[config.mk]
export PLATFORM = sky130hd
export DESIGN_NAME = pll_md_responder
export DESIGN_NICKNAME = d
export VERILOG_FILES = /design/src/rtl/pll_md_responder.sv
export SDC_FILE = /design/constraint.sdc
export NUM_CORES = 1
export LEC_CHECK = 0
export CORE_MARGIN = 2
export CORE_UTILIZATION = 42
export CTS_BUF_LIST = sky130_fd_sc_hd__clkbuf_4 sky130_fd_sc_hd__clkbuf_8 sky130_fd_sc_hd__clkbuf_16
export DETAILED_ROUTE_END_ITERATION = 16
export PLACE_DENSITY = 0.6
export SLEW_MARGIN = 15
export SYNTH_ARGS = -nofsm -noshare
export SYNTH_HDL_FRONTEND = slang
export SYNTH_SLANG_ARGS = --single-unit
[constraint.sdc]
create_clock -name clk -period 3.9 [get_ports clk]
set_input_delay 1.17 -clock clk [delete_from_list [all_inputs] [get_ports clk]]
set_output_delay 1.17 -clock clk [all_outputs]
set_load 0.05 [all_outputs]
[src/rtl/pll_md_responder.sv]
// MD-bus responder emulating a PLL configuration port: byte-wide register bank,
// registered read-back, and a lock model that drops on reset or reconfiguration.
//
// state  | meaning
// -------+-------------------------------------------------------------
// ST_RST | PLL held in reset, lock low, counter cleared
// ST_WAIT| lock sequence running, counter counts up to LOCK_DELAY-1
// ST_LOCK| PLL locked, lock high until reset or a config write
module pll_md_responder #(
  parameter int         REG_DEPTH      = 32,
  parameter int         CFG_REGS       = 8,
  parameter int         LOCK_DELAY     = 64,
  parameter logic [7:0] MULTI_FAC_INIT = 8'd14
) (
  input  logic       clk,
  input  logic       rst_n,
  input  logic       reset,
  input  logic [1:0] mdopc,
  input  logic       mdainc,
  input  logic [7:0] mdwdi,
  output logic [7:0] mdrdo,
  output logic       lock,
  output logic [7:0] multi_fac
);

  localparam int              AW       = (REG_DEPTH > 1) ? $clog2(REG_DEPTH) : 1;
  localparam logic [AW:0]     CFG_LIM  = CFG_REGS[AW:0];
  localparam logic [AW-1:0]   ADDR_ONE = 1;
  localparam logic [15:0]     LOCK_TC  = 16'(LOCK_DELAY - 1);

  localparam logic [1:0] OPC_WRITE   = 2'b01;
  localparam logic [1:0] OPC_READ    = 2'b10;
  localparam logic [1:0] OPC_SETADDR = 2'b11;

  typedef enum logic [1:0] {ST_RST, ST_WAIT, ST_LOCK} state_t;

  state_t        r_state;
  logic [15:0]   r_cnt;
  logic          r_lock;
  logic [7:0]    r_rdo;
  logic [AW-1:0] r_addr;
  logic [7:0]    r_regs [REG_DEPTH];

  logic w_wr;
  logic w_rd;
  logic w_cfg_wr;

  assign w_wr     = (mdopc == OPC_WRITE);
  assign w_rd     = (mdopc == OPC_READ);
  assign w_cfg_wr = w_wr && ({1'b0, r_addr} < CFG_LIM);

  always_ff @(posedge clk or negedge rst_n) begin
    if (!rst_n) begin
      r_addr <= '0;
      r_rdo  <= '0;
      for (int i = 0; i < REG_DEPTH; i++)
        r_regs[i] <= (i == 0) ? MULTI_FAC_INIT : 8'h00;
    end else begin
      if (w_wr)
        r_regs[r_addr] <= mdwdi;
      if (w_rd)
        r_rdo <= r_regs[r_addr];
      if (mdopc == OPC_SETADDR)
        r_addr <= mdwdi[AW-1:0];
      else if ((w_wr || w_rd) && mdainc)
        r_addr <= r_addr + ADDR_ONE;
    end
  end

  // reset has priority over a simultaneous config write; the write itself still lands above
  always_ff @(posedge clk or negedge rst_n) begin
    if (!rst_n) begin
      r_state <= ST_RST;
      r_cnt   <= '0;
      r_lock  <= 1'b0;
    end else if (reset) begin
      r_state <= ST_RST;
      r_cnt   <= '0;
      r_lock  <= 1'b0;
    end else begin
      case (r_state)
        ST_RST: begin
          r_state <= ST_WAIT;
          r_cnt   <= '0;
          r_lock  <= 1'b0;
        end
        ST_WAIT: begin
          if (w_cfg_wr) begin
            r_cnt <= '0;
          end else if (r_cnt == LOCK_TC) begin
            r_state <= ST_LOCK;
            r_lock  <= 1'b1;
          end else begin
            r_cnt <= r_cnt + 16'd1;
          end
        end
        ST_LOCK: begin
          if (w_cfg_wr) begin
            r_state <= ST_WAIT;
            r_cnt   <= '0;
            r_lock  <= 1'b0;
          end
        end
        default: begin
          r_state <= ST_RST;
          r_cnt   <= '0;
          r_lock  <= 1'b0;
        end
      endcase
    end
  end

  assign mdrdo     = r_rdo;
  assign lock      = r_lock;
  assign multi_fac = r_regs[0];

endmodule

# Yosys cells after proc, flatten, opt, wreduce, memory -nomap -nowiden
# Index checks and enable logic that the tools add are counted.
totals:
  rom_bits: 0
  mem_bits_rw: 0
  memories: 0
  latch_bits: 0
  output_inout_bits: 17
  elab_cells: 84
  ff_bits: 288
op_classes:
  bitwise_logic: 1
  div: 0
  multipliers: 0
  n_reduce_logical: 8
  n_mux: 23
  order_cmp: 3
  n_eq_ne: 10
  add_sub_neg: 2
  n_shift: 0
op_table:
  columns: ["cell", "n"]
  rows:
  - ["$bwmux W256", 1]
  - ["$mux W16", 4]
  - ["$bmux W8 S5", 1]
  - ["$demux W8 S5", 1]
  - ["$pmux W16 S2", 1]
  - ["$mux W8", 3]
  - ["$add A16 B1 Y16 const B", 1]
  - ["$eq A16 B6 Y1 const B", 1]
  - ["$mux W5", 2]
  - ["$ne A3 B3 Y1 const B", 3]
  - ["$mux W2", 4]
  - ["$eq A2 B2 Y1 const B", 3]
  - ["$ge A6 B6 Y1 const B", 1]
  - ["$lt A6 B1 Y1 const B", 1]
  - ["$not A5 Y6", 1]
  - ["$pmux W2 S3", 1]
  - ["$add A5 B1 Y5 const B", 1]
  - ["$lt A5 B4 Y1 const B", 1]
  - ["$eq A2 B1 Y1 const B", 2]
  - ["$mux W1", 4]
  - ["$ne A4 B4 Y1 const B", 1]
  - ["$logic_and A1 B1 Y1", 3]
  - ["$reduce_and A3 Y1", 1]
  - ["$logic_not A2 Y1", 1]
  - ["4 further kinds", 4]

# Logic depth before layout (Yosys ltp)
# Gate-level depths: netlist of the first run.
logic_depth:
  word_depth: 6
  mapped_depth: 10
  ltp_nobuf: 8

# Worst setup path after synthesis of the first run
# OpenSTA, ideal clock, no wires.
synth_path:
  path_type: "input -> register"
  start: "input port mdopc[1]"
  end: "register r_cnt[5]"
  setup_time_ns: 0.082
  cell_stages: 8
  arrival_ns: 2.682
  path_slack_ns: 1.136
  path_cell_list: "inv_1 ha_1 buf_2 nor3b_4 or4b_4 a21oi_1 a31oi_1 a31oi_1"
synth_between:
  elab_chain_len: 5
  word_cells_on_any_way: 8
  cone_classes: "3 x eq/ne; 3 x mux; 2 x reduce/logical"
synth_lines:
  columns: ["element", "line_no", "rtl"]
  rows:
  - ["from (decl)", "18", "input logic [1:0] mdopc,"]
  - ["$eq A2 B1 Y1 (*)", "48", "assign w_wr = (mdopc == OPC_WRITE);"]
  - ["$logic_and A1 B1 Y1 (*)", "50", "assign w_cfg_wr = w_wr && ({1'b0, r_addr} < CFG_LIM);"]
  - ["$mux W16", "88", "if (w_cfg_wr) begin"]
  - ["$pmux W16 S2", "81", "case (r_state)"]
  - ["$mux W16", "76", "end else if (reset) begin"]
  - ["to (signal assigned)", "94", "r_cnt <= r_cnt + 16'd1;"]
  - ["to (decl)", "38", "logic [15:0] r_cnt;"]
# Mark *: on every way between the ends. The rest lies on a longest branch, timed or not.
# A chain may end at the register's enable or synchronous reset.

==> flow_metrics.tcl, run 1 <==
set metrics [dict create \
    startpoint_type "flip-flop" \
    hp-class "flip-flop to flip-flop" \
    gp_congestion 0.821 \
    cts_tree "done" \
    wl_per_cell_um 22.1 \
    clk_latency_ns 0.56 \
    viasPerCell 5.60 \
    cp.required_ns 2.73 \
    multi_input_area_sq_um 5800 \
    postCtsSetupRepairBufs 0 \
    portBuffers 30 \
    period_share 0.793 \
    drive_gt1_frac 0.469 \
    synth-edff-count 0 \
    synth_flop_cell "dfrtp_1" \
    critPathArrivalTime_ns 1.92 \
    drt_iter0_markers 456 \
    maxCapViolCount 0 \
    crit_path_cell_trace "clkdlybuf4s50_1" \
    ff_latch_area_sq_um 7190 \
    fp.dieH_um 183 \
    htree_num_levels 1 \
    period_minus_slack_ns 3.09 \
    ys_seq_elements 287 \
    setup_viol 0 \
    hold_buffers 0 \
    status "complete, no violations" \
    clockRootBuffer "clkbuf_16" \
    ir_drop_mv 0.403 \
    leakagePower_nw 6.88 \
    path_buf_inv 1 \
    dieArea_sq_um 33300 \
    numCtsBuffers 31 \
    synth_area_sq_um 13400 \
    grt_setup_unrepaired "no" \
    ant_nets 0 \
    setup_tns_ns 0 \
    yosys_warnings 0 \
    synth_fp_nets 948 \
    fp.dieW_um 183 \
    finalHoldViolations 0 \
    ys_seq_area_frac 0.537 \
    drc 0 \
    area_growth_pct 15.0 \
    grt_pass1_vias 8184 \
    worst-path-max-fanout 7 \
    timing.fmax_mhz 323 \
    fin_nets 1000 \
    cp-end-kind "primary output" \
    grt_usage 0.194 \
    placed_cells 1347 \
    max_slew.worst_pin.slew_ns 1.16 \
    place_hpwl_mm 20.1 \
    synthCells 926 \
    grt_max_degree 86 \
    vias 7864 \
    max_stage_delay_ns 0.86 \
    gr-total-overflow 0 \
    antenna_found_initial 0 \
    power_density_nw_per_um2 670 \
    clkSlewWorstSetupHoldPaths_ns 0.06 \
    pin_count 31 \
    clock_sinks 287 \
    fin_cells 1405 \
    finalMaxSlewViolations 0 \
    cp_top_family "buffers and inverters" \
    fp.coreArea_sq_um 31500 \
    num_rows 65 \
    yosysUniqueCellTypes 57 \
    synthesis.area_per_instance_sq_um 14.5 \
    post_cts_resized 0 \
    clk_path_buf_depth 3 \
    relSlewSlack 0.222 \
    finalClockSkew_ns 0.00666 \
    grt_pass1_wl_mm 49.8 \
    drt-total-wl_mm 31.0 \
    async_reset_ff_frac 1.00 \
    fillers 2759 \
    diodes 0 \
    start_util 0.426 \
    critPathKind "flip-flop to primary output" \
    cp_slowest_cell "clkdlybuf4s50_1" \
    drt_pre_antenna_iters 4 \
]
==> cells in the mapped netlist, types with 2 or more instances <==
cell      number  area share
o21a_1         2      0.0011
mux4_2        56       0.094
nor4_1         3      0.0014
xnor2_1        7      0.0046
buf_6          3      0.0025
and2_1         3      0.0014
buf_4         11      0.0062
buf_2         14      0.0052
dfrtp_1      284        0.53
nand2_1       24      0.0067
or4_1          2      0.0011
nor2b_1        4      0.0019
clkbuf_1      33      0.0092
mux2_2       257        0.22
nand4_1        5      0.0023
mux2i_1       15       0.011
nor2_2        24       0.011
and3_1         2     0.00093
nor2_1        23      0.0064
o22ai_1        7      0.0033
a221oi_1      10      0.0065
a22oi_1       21       0.012
nand3b_1       3      0.0017
dfstp_2        3      0.0059
nor3b_1        2      0.0011
xor2_1         3      0.0020
inv_1         19      0.0053
nand3_1        3      0.0011
a21oi_1       12      0.0045
ha_1           8      0.0075
a31oi_1       12      0.0056
buf_1          5      0.0014
or3_1          5      0.0023
and4_1         2      0.0013
o21ai_0       10      0.0037
nor2_4         5      0.0042
nor3_1         2     0.00075
o31ai_1        3      0.0017
==> per-stage QoR <==
step	power, mW	instance area, sq um	hold slack (ns)	utilization	setup WS, ns
3_5_place_dp	7.39	14300	0.490	0.455	0.274
5_1_grt	10.9	15400	0.511	0.489	0.692
3_3_place_gp	7.31	14300	0.483	0.455	0.374
4_1_cts	10.4	15400	0.503	0.489	0.782
6_report	10.3	15400	0.500	0.489	0.806
2_1_floorplan	6.59	13400	0.473	-	1.14
==> cell usage in the layout (no fill, tap or decap), types with 5 or more instances in the layout <==
cell / netlist / final
o22ai_1: 7 / 7
a22oi_1: 21 / 21
inv_1: 19 / 19
dfrtp_1: 284 / 282
clkdlybuf4s50_1: 0 / 29
nor2_1: 23 / 23
nand4_1: 5 / 5
or3_1: 5 / 5
nand2_1: 24 / 24
clkbuf_16: 0 / 31
clkbuf_4: 0 / 8
a21oi_1: 12 / 12
mux2i_1: 15 / 15
a221oi_1: 10 / 10
buf_4: 11 / 53
ha_1: 8 / 8
xnor2_1: 7 / 7
nor2_2: 24 / 24
a31oi_1: 12 / 12
clkbuf_8: 0 / 14
nor2_4: 5 / 5
mux2_2: 257 / 257
mux4_2: 56 / 56
o21ai_0: 10 / 10
==> power breakdown <==
| group | switching (mW) | internal [mW] |
|---|---|---|
| sequential | 0.604 | 3.99 |
| combinational | 1.20 | 1.52 |
| clock | 1.17 | 1.85 |
| total | 2.97 | 7.35 |
==> area by class of cell <==
type,instances,area share
Clock buffer,53,0.0668
Clock inverter,5,0.00349
Inverter,20,0.00496
Multi-Input combinational cell,553,0.377
Sequential cell,287,0.467
Tap cell,402,0.0327
Timing Repair Buffer,85,0.0483
==> logic make-up after synthesis <==
| logic type | Yosys count | synth area share |
|---|---|---|
| mux | 329 | 0.322 |
| flops | 287 | 0.537 |
| simple gates | 126 | 0.0569 |
| buf+inv | 86 | 0.0303 |
| compound gates | 80 | 0.0400 |
| xor+xnor | 10 | 0.00654 |
| fa+ha+maj | 8 | 0.00747 |
==> worst paths after layout <==
path	start	slack, ns	endpoint	cells past startpoint
worst min-delay path	r_regs[40]$_DFFE_PN0P_	0.50	r_regs[40]$_DFFE_PN0P_	1
min in group asynchronous	rst_n	0.60	r_regs[227]$_DFFE_PN0P_	1
worst max-delay path	r_state[1]$_DFFE_PN0P_	0.81	lock	1
worst min register to register	r_regs[40]$_DFFE_PN0P_	0.50	r_regs[40]$_DFFE_PN0P_	1
max in group asynchronous	rst_n	2.34	r_regs[54]$_DFFE_PN0P_	2
worst max register to register	r_addr[0]$_DFFE_PN0P_	1.20	mdrdo[2]$_DFFE_PN0N_	5
==> metal layers <==
| layer | up-vias | share of wire | GRT usage |
|---|---|---|---|
| li1 | 3520 | - | - |
| met1 | 4162 | 0.48 | 0.289 |
| met2 | 141 | 0.46 | 0.297 |
| met3 | 41 | 0.047 | 0.0319 |
| met4 | 0 | 0.018 | 0.0484 |
| met5 | - | 0 | 0 |
==> registers in the layout, indices dropped and copies added, names as in the netlist <==
name       flops
r_state        2
r_regs       248
r_addr         5
r_cnt         16
mdrdo          8
multi_fac      8
(Power assumes the default switching activity.)
==> run 2: changes to the inputs <==
- clock period: 3.9 -> 3.1 ns (I/O delays scaled with it)
==> flow_metrics.tcl, run 2 (synthesized netlist as in run 1, its figures left out) <==
set metrics [dict create \
    fp.coreArea_sq_um 31500 \
    fp.dieW_um 183 \
    wl_met1_mm 14.5 \
    grt_usage 0.194 \
    period_minus_slack_ns 2.80 \
    grt_max_degree 66 \
    grt_pass1_vias 8316 \
    dieArea_sq_um 33300 \
    largest_reg_flops 248 \
    fin_nets 1025 \
    finalHoldViolations 0 \
    cp_slowest_cell "clkdlybuf4s50_1" \
    post_cts_resized 0 \
    num_rows 65 \
    grt_pass1_wl_mm 49.7 \
    viasPerCell 5.50 \
    gp_congestion 0.847 \
    clk_latency_ns 0.51 \
    cts_tree "done" \
    cp.required_ns 2.17 \
    top_layer "met4" \
    period_share 0.903 \
    htree_num_levels 2 \
    relSlewSlack 0.508 \
    clock_sinks 287 \
    antenna_found_initial 0 \
    critPathArrivalTime_ns 1.87 \
    startpoint_type "flip-flop" \
    fin_util 0.503 \
    drt-total-wl_mm 31.1 \
    finalClockSkew_ns 0.0235 \
    hold_buffers 0 \
    power_density_nw_per_um2 831 \
    worst-path-max-fanout 7 \
    numCtsBuffers 34 \
    drt_iter0_markers 506 \
    crit_path_cell_trace "clkdlybuf4s50_1" \
    hp-class "input pin to async pin" \
    vias 7851 \
    status "complete, no violations" \
    clockRootBuffer "clkbuf_16" \
    timing.fmax_mhz 357 \
    setup_viol 0 \
    final_cell_mix "dfrtp_1 (282), mux2_2 (257), mux4_2 (56), buf_4 (56), clkbuf_16 (35)" \
    clkSlewWorstSetupHoldPaths_ns 0.05 \
    routed-wl-met2_mm 14.6 \
    drc 0 \
    fin_cells 1428 \
    final_common_cell "dfrtp_1" \
    place_hpwl_mm 20.0 \
    fp.dieH_um 183 \
    ir_drop_mv 0.356 \
    top_register "r_regs" \
    cp-end-kind "primary output" \
    gr-total-overflow 0 \
    cp_top_family "buffers and inverters" \
    portBuffers 30 \
    preCtsSetupSlack_ns -0.0250 \
    finalMaxSlewViolations 0 \
    pin_count 31 \
    maxCapViolCount 0 \
    wl_per_cell_um 21.8 \
    clk_path_buf_depth 3 \
    hold_slack_ns 0.370 \
    drive_gt1_frac 0.481 \
    critPathKind "flip-flop to primary output" \
    drt_pre_antenna_iters 4 \
    start_util 0.426 \
    area_growth_pct 18.1 \
    wl_met3_mm 1.37 \
    path_buf_inv 1 \
    postCtsSetupRepairBufs 0 \
    placed_cells 1369 \
    largestRegisters "r_regs: 248 flops, r_cnt: 16 flops" \
    diodes 0 \
    max_stage_delay_ns 0.87 \
    max_slew.worst_pin.slew_ns 0.736 \
    finalPower_mw 13.1 \
    grt_setup_unrepaired "no" \
    leakagePower_nw 7.06 \
    ant_nets 0 \
    setup_ws_ns 0.300 \
]
==> run 2: cell types whose count changed in the layout (fill, tap and decap cells not counted), sizes merged <==
cell / before / now
buf: 56 / 78
clkbuf: 53 / 48
clkinv: 4 / 9
inv: 20 / 21
==> run 2: cell type report <==
class	count	area, sq um
fill	2673	15700
sequential	287	7190
multi-input combinational	553	5800
timing repair buffer	107	1150
clock buffer	48	1010
tap	402	503
clock inverter	11	87.6
inverter	20	76.3
==> run 2: where the power goes <==
part,leakage [nW],switching (mW),internal (mW)
registers,3.81,0.682,5.02
logic,2.69,1.60,1.98
clock network,0.561,1.50,2.36
==> run 2: worst paths after layout <==
kind / start / end / slack (ns) / cells after the start
max: r_state[1]$_DFFE_PN0P_ / lock / 0.30 / 1
max in group asynchronous: rst_n / r_regs[15]$_DFFE_PN0P_ / 2.00 / 2
max reg2reg: r_addr[0]$_DFFE_PN0P_ / mdrdo[6]$_DFFE_PN0N_ / 0.75 / 5
min in group clk: r_regs[204]$_DFFE_PN0P_ / r_regs[204]$_DFFE_PN0P_ / 0.50 / 1
min: rst_n / r_regs[243]$_DFFE_PN0P_ / 0.37 / 1
min reg2reg: r_regs[204]$_DFFE_PN0P_ / r_regs[204]$_DFFE_PN0P_ / 0.50 / 1
==> run 2: through the flow <==
stage | setup TNS, ns | instance area (sq um)
5_1_grt | 0 | 15800
3_3_place_gp | 0 | 14700
6_report | 0 | 15800
2_1_floorplan | 0 | 13400
4_1_cts | 0 | 15800
3_5_place_dp | -0.0278 | 14700
==> run 2: metal layers <==
layer / vias up / track usage
li1: 3576 / -
met1: 4100 / 0.277
met5: - / 0
met3: 47 / 0.0351
met2: 128 / 0.306
met4: 0 / 0.0548
